==> src/rtl/riscv_pkg.sv <==
// Shared fetch front-end definitions: sequencer states and PC constants.
`timescale 1ns/1ps
package riscv_pkg;

    typedef enum logic [2:0] {
        IDLE = 3'd0,
        REQ  = 3'd1,
        WAIT = 3'd2,
        HOLD = 3'd3,
        DROP = 3'd4
    } fetch_state_t;

    localparam int          INST_BYTES       = 4;
    localparam logic [31:0] DEFAULT_RESET_PC = 32'h0000_0000;

    // Word-align a target; low bits of a misaligned redirect are discarded.
    function automatic logic [31:0] align_pc(input logic [31:0] pc);
        return {pc[31:2], 2'b00};
    endfunction

endpackage

==> src/rtl/fetch_sequencer.sv <==
// Instruction-fetch sequencer: owns the PC, issues single-outstanding imem
// requests, holds the fetched word for decode and applies redirects.
//
// state | meaning
// IDLE  | first cycle after reset, no request yet
// REQ   | request presented at pc, waiting for imem_req_ready
// WAIT  | request accepted, waiting for imem_rsp_valid
// HOLD  | instruction presented to decode until inst_ready
// DROP  | in-flight response is stale (redirected), discard it
`timescale 1ns/1ps
module fetch_sequencer
    import riscv_pkg::*;
#(
    parameter logic [31:0] RESET_PC = DEFAULT_RESET_PC
) (
    input  logic        clk,
    input  logic        rst_n,
    input  logic        redirect_valid,
    input  logic [31:0] redirect_pc,
    output logic        imem_req_valid,
    input  logic        imem_req_ready,
    output logic [31:0] imem_req_addr,
    input  logic        imem_rsp_valid,
    input  logic [31:0] imem_rsp_data,
    output logic        inst_valid,
    input  logic        inst_ready,
    output logic [31:0] inst_data,
    output logic [31:0] inst_pc,
    output logic        fetch_fault
);

    fetch_state_t r_state;
    logic [31:0]  r_pc;
    logic         r_inst_valid;
    logic [31:0]  r_inst_data;
    logic [31:0]  r_inst_pc;
    logic         r_fault;

    logic [31:0]  w_pc_next_seq;
    logic [31:0]  w_redirect_pc;
    logic         w_req_hs;

    assign w_pc_next_seq = r_pc + 32'(INST_BYTES);
    assign w_redirect_pc = align_pc(redirect_pc);
    assign w_req_hs      = (r_state == REQ) && imem_req_ready;

    // Request side is a pure decode of registered state and pc.
    assign imem_req_valid = (r_state == REQ);
    assign imem_req_addr  = r_pc;
    assign inst_valid     = r_inst_valid;
    assign inst_data      = r_inst_data;
    assign inst_pc        = r_inst_pc;
    assign fetch_fault    = r_fault;

    always_ff @(posedge clk or negedge rst_n) begin
        if (!rst_n) begin
            r_state      <= IDLE;
            r_pc         <= RESET_PC;
            r_inst_valid <= 1'b0;
            r_inst_data  <= 32'h0;
            r_inst_pc    <= 32'h0;
            r_fault      <= 1'b0;
        end else begin
            r_fault <= redirect_valid && (redirect_pc[1:0] != 2'b00);
            if (redirect_valid) begin
                r_pc         <= w_redirect_pc;
                r_inst_valid <= 1'b0;
                // Decide whether a response for the old pc is still in flight.
                case (r_state)
                    REQ:     r_state <= w_req_hs ? DROP : REQ;
                    WAIT:    r_state <= imem_rsp_valid ? REQ : DROP;
                    DROP:    r_state <= imem_rsp_valid ? REQ : DROP;
                    default: r_state <= REQ;
                endcase
            end else begin
                case (r_state)
                    IDLE: r_state <= REQ;
                    REQ: begin
                        if (w_req_hs) r_state <= WAIT;
                    end
                    WAIT: begin
                        if (imem_rsp_valid) begin
                            r_inst_data  <= imem_rsp_data;
                            r_inst_pc    <= r_pc;
                            r_inst_valid <= 1'b1;
                            r_pc         <= w_pc_next_seq;
                            r_state      <= HOLD;
                        end
                    end
                    HOLD: begin
                        if (r_inst_valid && inst_ready) begin
                            r_inst_valid <= 1'b0;
                            r_state      <= REQ;
                        end
                    end
                    DROP: begin
                        if (imem_rsp_valid) r_state <= REQ;
                    end
                    default: r_state <= IDLE;
                endcase
            end
        end
    end

endmodule

==> config.mk <==
export PLATFORM = sky130hd
export DESIGN_NAME = fetch_sequencer
export DESIGN_NICKNAME = d
export VERILOG_FILES = /design/src/rtl/riscv_pkg.sv /design/src/rtl/fetch_sequencer.sv
export SDC_FILE = /design/constraint.sdc
export NUM_CORES = 1
export LEC_CHECK = 0
export CORE_UTILIZATION = 25
export DETAILED_ROUTE_END_ITERATION = 12
export DONT_BUFFER_PORTS = 1
export GPL_ROUTABILITY_DRIVEN = 0
export GPL_TIMING_DRIVEN = 0
export PLACE_DENSITY_LB_ADDON = 0.1
export SLEW_MARGIN = 0
export SYNTH_ARGS = -nofsm -noshare
export SYNTH_HDL_FRONTEND = slang
export SYNTH_SLANG_ARGS = --single-unit
==> constraint.sdc <==
create_clock -name clk -period 3.7 [get_ports clk]
set_input_delay 0.555 -clock clk [delete_from_list [all_inputs] [get_ports clk]]
set_output_delay 0.555 -clock clk [all_outputs]
set_load 0.02 [all_outputs]
; Word-level counts from Yosys, hierarchy flattened
; Index checks and enable logic that the tools add are counted.
[word_totals]
register_bits = 101
input_bits = 70
output_inout_bits = 99
word_cells = 45
[op_classes]
add_sub_neg = 1
n_eq_ne = 8
muxes = 16
n_bitwise = 1
n_reduce_logical = 13
[ops]
columns = cell, n
row1 = $mux W32, 3
row2 = $add A32 B3 Y32 const B, 1
row3 = $mux W3, 7
row4 = $pmux W3 S5, 1
row5 = $ne A3 B3 Y1 const B, 3
row6 = $eq A3 B2 Y1 const B, 2
row7 = $pmux W3 S2, 1
row8 = $reduce_and A3 Y1, 2
row9 = $reduce_bool A2 Y1, 3
row10 = $reduce_and A4 Y1, 1
row11 = $eq A3 B1 Y1 const B, 1
row12 = $eq A3 B3 Y1 const B, 1
row13 = $logic_and A1 B1 Y1, 3
row14 = $logic_not A3 Y1, 1
row15 = $mux W1, 3
row16 = $ne A3 B2 Y1 const B, 1
row17 = $reduce_bool A3 Y1, 1
row18 = $pmux W1 S2, 1
row19 = $reduce_and A2 Y1, 1
row20 = $reduce_or A2 Y1, 1
row21 = $not A1 Y1, 1

; Logic depth before layout (Yosys ltp)
[logic_depth]
depth_word = 5
depth_mapped = 8
mapped_depth_nobuf = 5

; Worst setup path after synthesis
; Ideal clock, no wire load.
[synth_timing]
path_type = register -> register
from = register r_pc[9], in the netlist imem_req_addr[9]
to = register r_pc[28], in the netlist imem_req_addr[28]
setup_time_ps = 82
arrival_time_ps = 2099
t_required_ps = 3618
path_slack_ps = 1519
stages_incl_launch_ff = 7
n_path_buf = 2
synth_period_minus_slack_ps = 2181
cell_sequence = dfrtp_1 > nand4_2 > or4_4 > buf_6 > buf_6 > or4_1 > a31oi_1
[synth_between]
elab_chain_len = 4
[synth_rtl]
columns = element, line_no
row1 = start: declaration, fetch_sequencer.sv:33  ; logic [31:0] r_pc;
row2 = start signal: assignment, fetch_sequencer.sv:66  ; r_pc <= w_redirect_pc;
row3 = start signal: assignment, fetch_sequencer.sv:86  ; r_pc <= w_pc_next_seq;
row4 = $add A32 B3 Y32, fetch_sequencer.sv:43  ; assign w_pc_next_seq = r_pc + 32'(INST_BYTES);
row5 = $mux W32, fetch_sequencer.sv:82  ; if (imem_rsp_valid) begin
row6 = $mux W32, fetch_sequencer.sv:76  ; case (r_state)
row7 = $mux W32, fetch_sequencer.sv:65  ; if (redirect_valid) begin
; No other way between the ends. The select of a mux whose other input is x is not followed.
; A chain may end at the register's enable or synchronous reset.

; Worst setup path in the final report
[layout_timing]
from = register r_state[0]
to = register r_inst_pc[29], in the netlist inst_pc[29]
[layout_between]
elab_chain_len = 2
[layout_rtl]
columns = element, line_no
row1 = start: declaration, fetch_sequencer.sv:32  ; fetch_state_t r_state;
row2 = start signal: assignment, fetch_sequencer.sv:70  ; REQ: r_state <= w_req_hs ? DROP : REQ;
row3 = start signal: assignment, fetch_sequencer.sv:71  ; WAIT: r_state <= imem_rsp_valid ? REQ : DROP;
row4 = start signal: assignment, fetch_sequencer.sv:72  ; DROP: r_state <= imem_rsp_valid ? REQ : DROP;
row5 = $eq A3 B2 Y1, fetch_sequencer.sv:76
row6 = $reduce_and A3 Y1 (no source line), -
row7 = end signal: assignment, fetch_sequencer.sv:84  ; r_inst_pc <= r_pc;
row8 = end: declaration, fetch_sequencer.sv:36  ; logic [31:0] r_inst_pc;
; No other way between the ends.

==> reports/results.tsv <==
metric	value	unit
status	completed	
yosys-mux-area-fraction	16.2	%
cts_inserted_buffers	9	
first_pass_iters	4	
grt_most_used_layer	met2	
synth_compound_gate_area_share	8.68	%
synth_area_in_adders	0.277	%
unrepaired_setup_endpoints_after_global_routing	no	
synthXorXnorAreaFrac	1.94	%
clk_latency	0.35	ns
crit_path_max_fanout	10	
layout-drive-gt1-share	20.6	%
max_clock_freq	336	MHz
final.period_utilization	80.5	%
slew_violations	0	
grt_max_degree	98	
num_rows	48	
antenna_found_initial	1	
dp_hpwl	9280	um
clock_sink_count	97	
netlist_instances	392	
finalHoldViolations	0	
synth_top_family_by_area	multiplexers	
synth-seq-area-share	53.8	%
wire_length_of_the_first_global_routing_pass	19300	um
dominantRegCellSynth	sky130_fd_sc_hd__dfrtp_1	
fp.dieW	136	um
hold-worst-slack	0.146	ns
criticalPathCategory	reg2reg	
tritoncts	yes	
drcViolationCount	0	
internal_power	2.34	mW
cap_violations	0	
period_minus_slack	2.98	ns
post_cts_setup_driven_buffer_insertion_count	0	
synth-simple-area-share	15.7	%
post_cts_resize_count	0	
die_h	136	um
drt_iter0_markers	90	
synth_async_sr_flop_share	100	%
power.switching	1.39	mW
clkTransAtPathRegs	0.07	ns
cp.arrival	3.21	ns
start_kind	flop	
syn_to_final_growth	14.1	%
htree_levels	3	
timing.setup.tns	0	ns
clock_tree_skew_after_final_layout	0.00724	ns
initial_core_utilization	25.8	%
worst_ep_required_time	3.93	ns
coreArea	17500	um2
part_of_the_total_power_dissipated_in_sequential_elements	57.9	%
final_util	29.5	%
synth-seq-cells	97	
synth.distinct_cells	45	
dr_total_vias	3193	
p_leak	2.07	nW
average_via_count_per_standard_cell	5.01	
worst_r2r_path_depth	6	
min_path_type	in2async	
ant_nets	0	
setup_viol	0	
timing.slew.headroom	21.4	%
globalRoute.totalOverflow	0	
cts_hold_buffers	1	
diodes	0	
power_share_of_the_clock_group	26.7	%
groute.layer.met2.usage	21.7	%
swShare	37.4	%
powerDensity	724	nW/um2
final_total_pwr	3.73	mW
synth_warnings	0	
wl_per_cell	20.0	um
mappedNetlistArea	4510	um2
cts_root_buffer	sky130_fd_sc_hd__clkbuf_16	
first_global_vias	3236	
endpoint_kind	flop	
final_wl	12800	um
floorplan.die_area	18600	um2
finish.net_count	478	
synth-edff-count	0	
cts.path.max_buffers	2	
grtUsageMet1	17.8	%
global_route.usage.total	14.1	%
worst_vdd_rail_ir_drop	0.000346	V
timing_worst_slew_pin_value	1.18	ns
post_synthesis_mean_instance_area	11.5	um2
io_buffers	0	
share_comb_of_total_power	15.4	%
grt.met3_usage	6.11	%
io_pins	169	
[final timing paths]
check,start,end,slack (ns)
max reg2reg,r_state[0]$_DFFE_PN0P_,inst_pc[29]$_DFFE_PN0P_,0.72
min reg2reg,inst_data[1]$_DFFE_PN0P_,inst_data[1]$_DFFE_PN0P_,0.64
min,rst_n,inst_pc[8]$_DFFE_PN0P_,0.15
max,r_state[0]$_DFFE_PN0P_,inst_pc[29]$_DFFE_PN0P_,0.72
max in group asynchronous,rst_n,imem_req_addr[24]$_DFFE_PN0P_,3.17
min in group clk,redirect_pc[6],imem_req_addr[6]$_DFFE_PN0P_,0.33
[final cells by class]
cell class	instances	area [um2]
Fill cell	1815	12300
Sequential cell	97	2430
Multi-Input combinational cell	265	1940
Tap cell	225	282
Clock buffer	13	270
Buffer	27	133
Clock inverter	3	47.5
Timing Repair Buffer	1	27.5
Inverter	6	22.5
[cells in the final DEF, fill, tap and decap left out, types with 9 or more instances in the layout]
cell / instances
sky130_fd_sc_hd__nor2_1: 22
sky130_fd_sc_hd__clkbuf_16: 9
sky130_fd_sc_hd__nand3_1: 16
sky130_fd_sc_hd__mux2_2: 58
sky130_fd_sc_hd__nand2_1: 24
sky130_fd_sc_hd__o31ai_1: 13
sky130_fd_sc_hd__o21ai_0: 17
sky130_fd_sc_hd__a31oi_1: 15
sky130_fd_sc_hd__nand4_1: 13
sky130_fd_sc_hd__dfrtp_1: 97
sky130_fd_sc_hd__or4_1: 15
sky130_fd_sc_hd__clkbuf_1: 20
[sequential cells by signal, summed over array words and instances, names as in the netlist]
signal,cells
imem_req_addr,30
r_state,3
fetch_fault,1
inst_data,32
inst_valid,1
inst_pc,30
[worst max-delay path, stage by stage (launching register included)]
cell and delay [ns]:
sky130_fd_sc_hd__dfrtp_1 0.37, sky130_fd_sc_hd__clkbuf_1 0.20, sky130_fd_sc_hd__nand4bb_1 0.22, sky130_fd_sc_hd__clkbuf_1 0.20
sky130_fd_sc_hd__nor2_1 0.92, sky130_fd_sc_hd__clkbuf_1 0.54, sky130_fd_sc_hd__mux2_2 0.40
[synth_stat cells, types with 2 or more instances]
library cell	n	area, um2
sky130_fd_sc_hd__o211ai_1	2	15.0
sky130_fd_sc_hd__nand2_1	24	90.1
sky130_fd_sc_hd__and2_1	6	37.5
sky130_fd_sc_hd__xnor2_1	7	61.3
sky130_fd_sc_hd__buf_4	4	30.0
sky130_fd_sc_hd__a21oi_1	3	15.0
sky130_fd_sc_hd__a31oi_1	15	93.8
sky130_fd_sc_hd__nor2_1	22	82.6
sky130_fd_sc_hd__clkbuf_1	19	71.3
sky130_fd_sc_hd__buf_6	2	22.5
sky130_fd_sc_hd__nor2b_1	6	37.5
sky130_fd_sc_hd__a2bb2oi_1	2	17.5
sky130_fd_sc_hd__nand3_1	16	80.1
sky130_fd_sc_hd__nand4_1	13	81.3
sky130_fd_sc_hd__inv_1	5	18.8
sky130_fd_sc_hd__xor2_1	3	26.3
sky130_fd_sc_hd__mux2_2	58	653
sky130_fd_sc_hd__o31ai_1	13	97.6
sky130_fd_sc_hd__nor3_1	5	25.0
sky130_fd_sc_hd__mux2_1	5	56.3
sky130_fd_sc_hd__and3_1	2	12.5
sky130_fd_sc_hd__nor4_1	5	31.3
sky130_fd_sc_hd__and4_1	5	43.8
sky130_fd_sc_hd__or4_1	15	113
sky130_fd_sc_hd__dfrtp_1	97	2430
sky130_fd_sc_hd__a221oi_1	2	17.5
sky130_fd_sc_hd__mux2i_1	2	20.0
sky130_fd_sc_hd__o21ai_0	17	85.1
[cell families after synthesis]
family                   after synthesis
flip-flops                            97
buffers and inverters                 33
AND/OR/NAND/NOR                      125
other                                  1
adder cells (fa/ha/maj)                1
XOR/XNOR                              10
AO/OA/AOI/OAI                         60
multiplexers                          65
[per-stage QoR]
stage | setup WS [ns] | instance area, um2 | std cells
2_1_floorplan | 1.52 | 4530 | 395
3_3_place_gp | 0.733 | 4810 | 620
3_5_place_dp | 0.660 | 4810 | 620
4_1_cts | 0.644 | 5150 | 637
5_1_grt | 0.521 | 5150 | 637
6_report | 0.723 | 5150 | 637
[power groups by stage]
stage | clock network, mW | logic [mW] | registers (mW)
final | 0.996 | 0.575 | 2.16
after detailed placement | 0 | 0.559 | 2.20
after CTS | 1.04 | 0.586 | 2.18
after floorplan | 0 | 0.480 | 2.08
after global placement | 0 | 0.542 | 2.19
after global routing | 1.08 | 0.640 | 2.22
[metal layers]
| layer | routed length, um | vias up | share of wire (%) |
|---|---|---|---|
| li1 | - | 1474 | - |
| met1 | 5460 | 1594 | 43 |
| met2 | 5990 | 118 | 47 |
| met3 | 1170 | 7 | 9.1 |
| met4 | 143 | 0 | 1.1 |
| met5 | 0 | - | 0 |
Power figures use the tool's default switching activity.
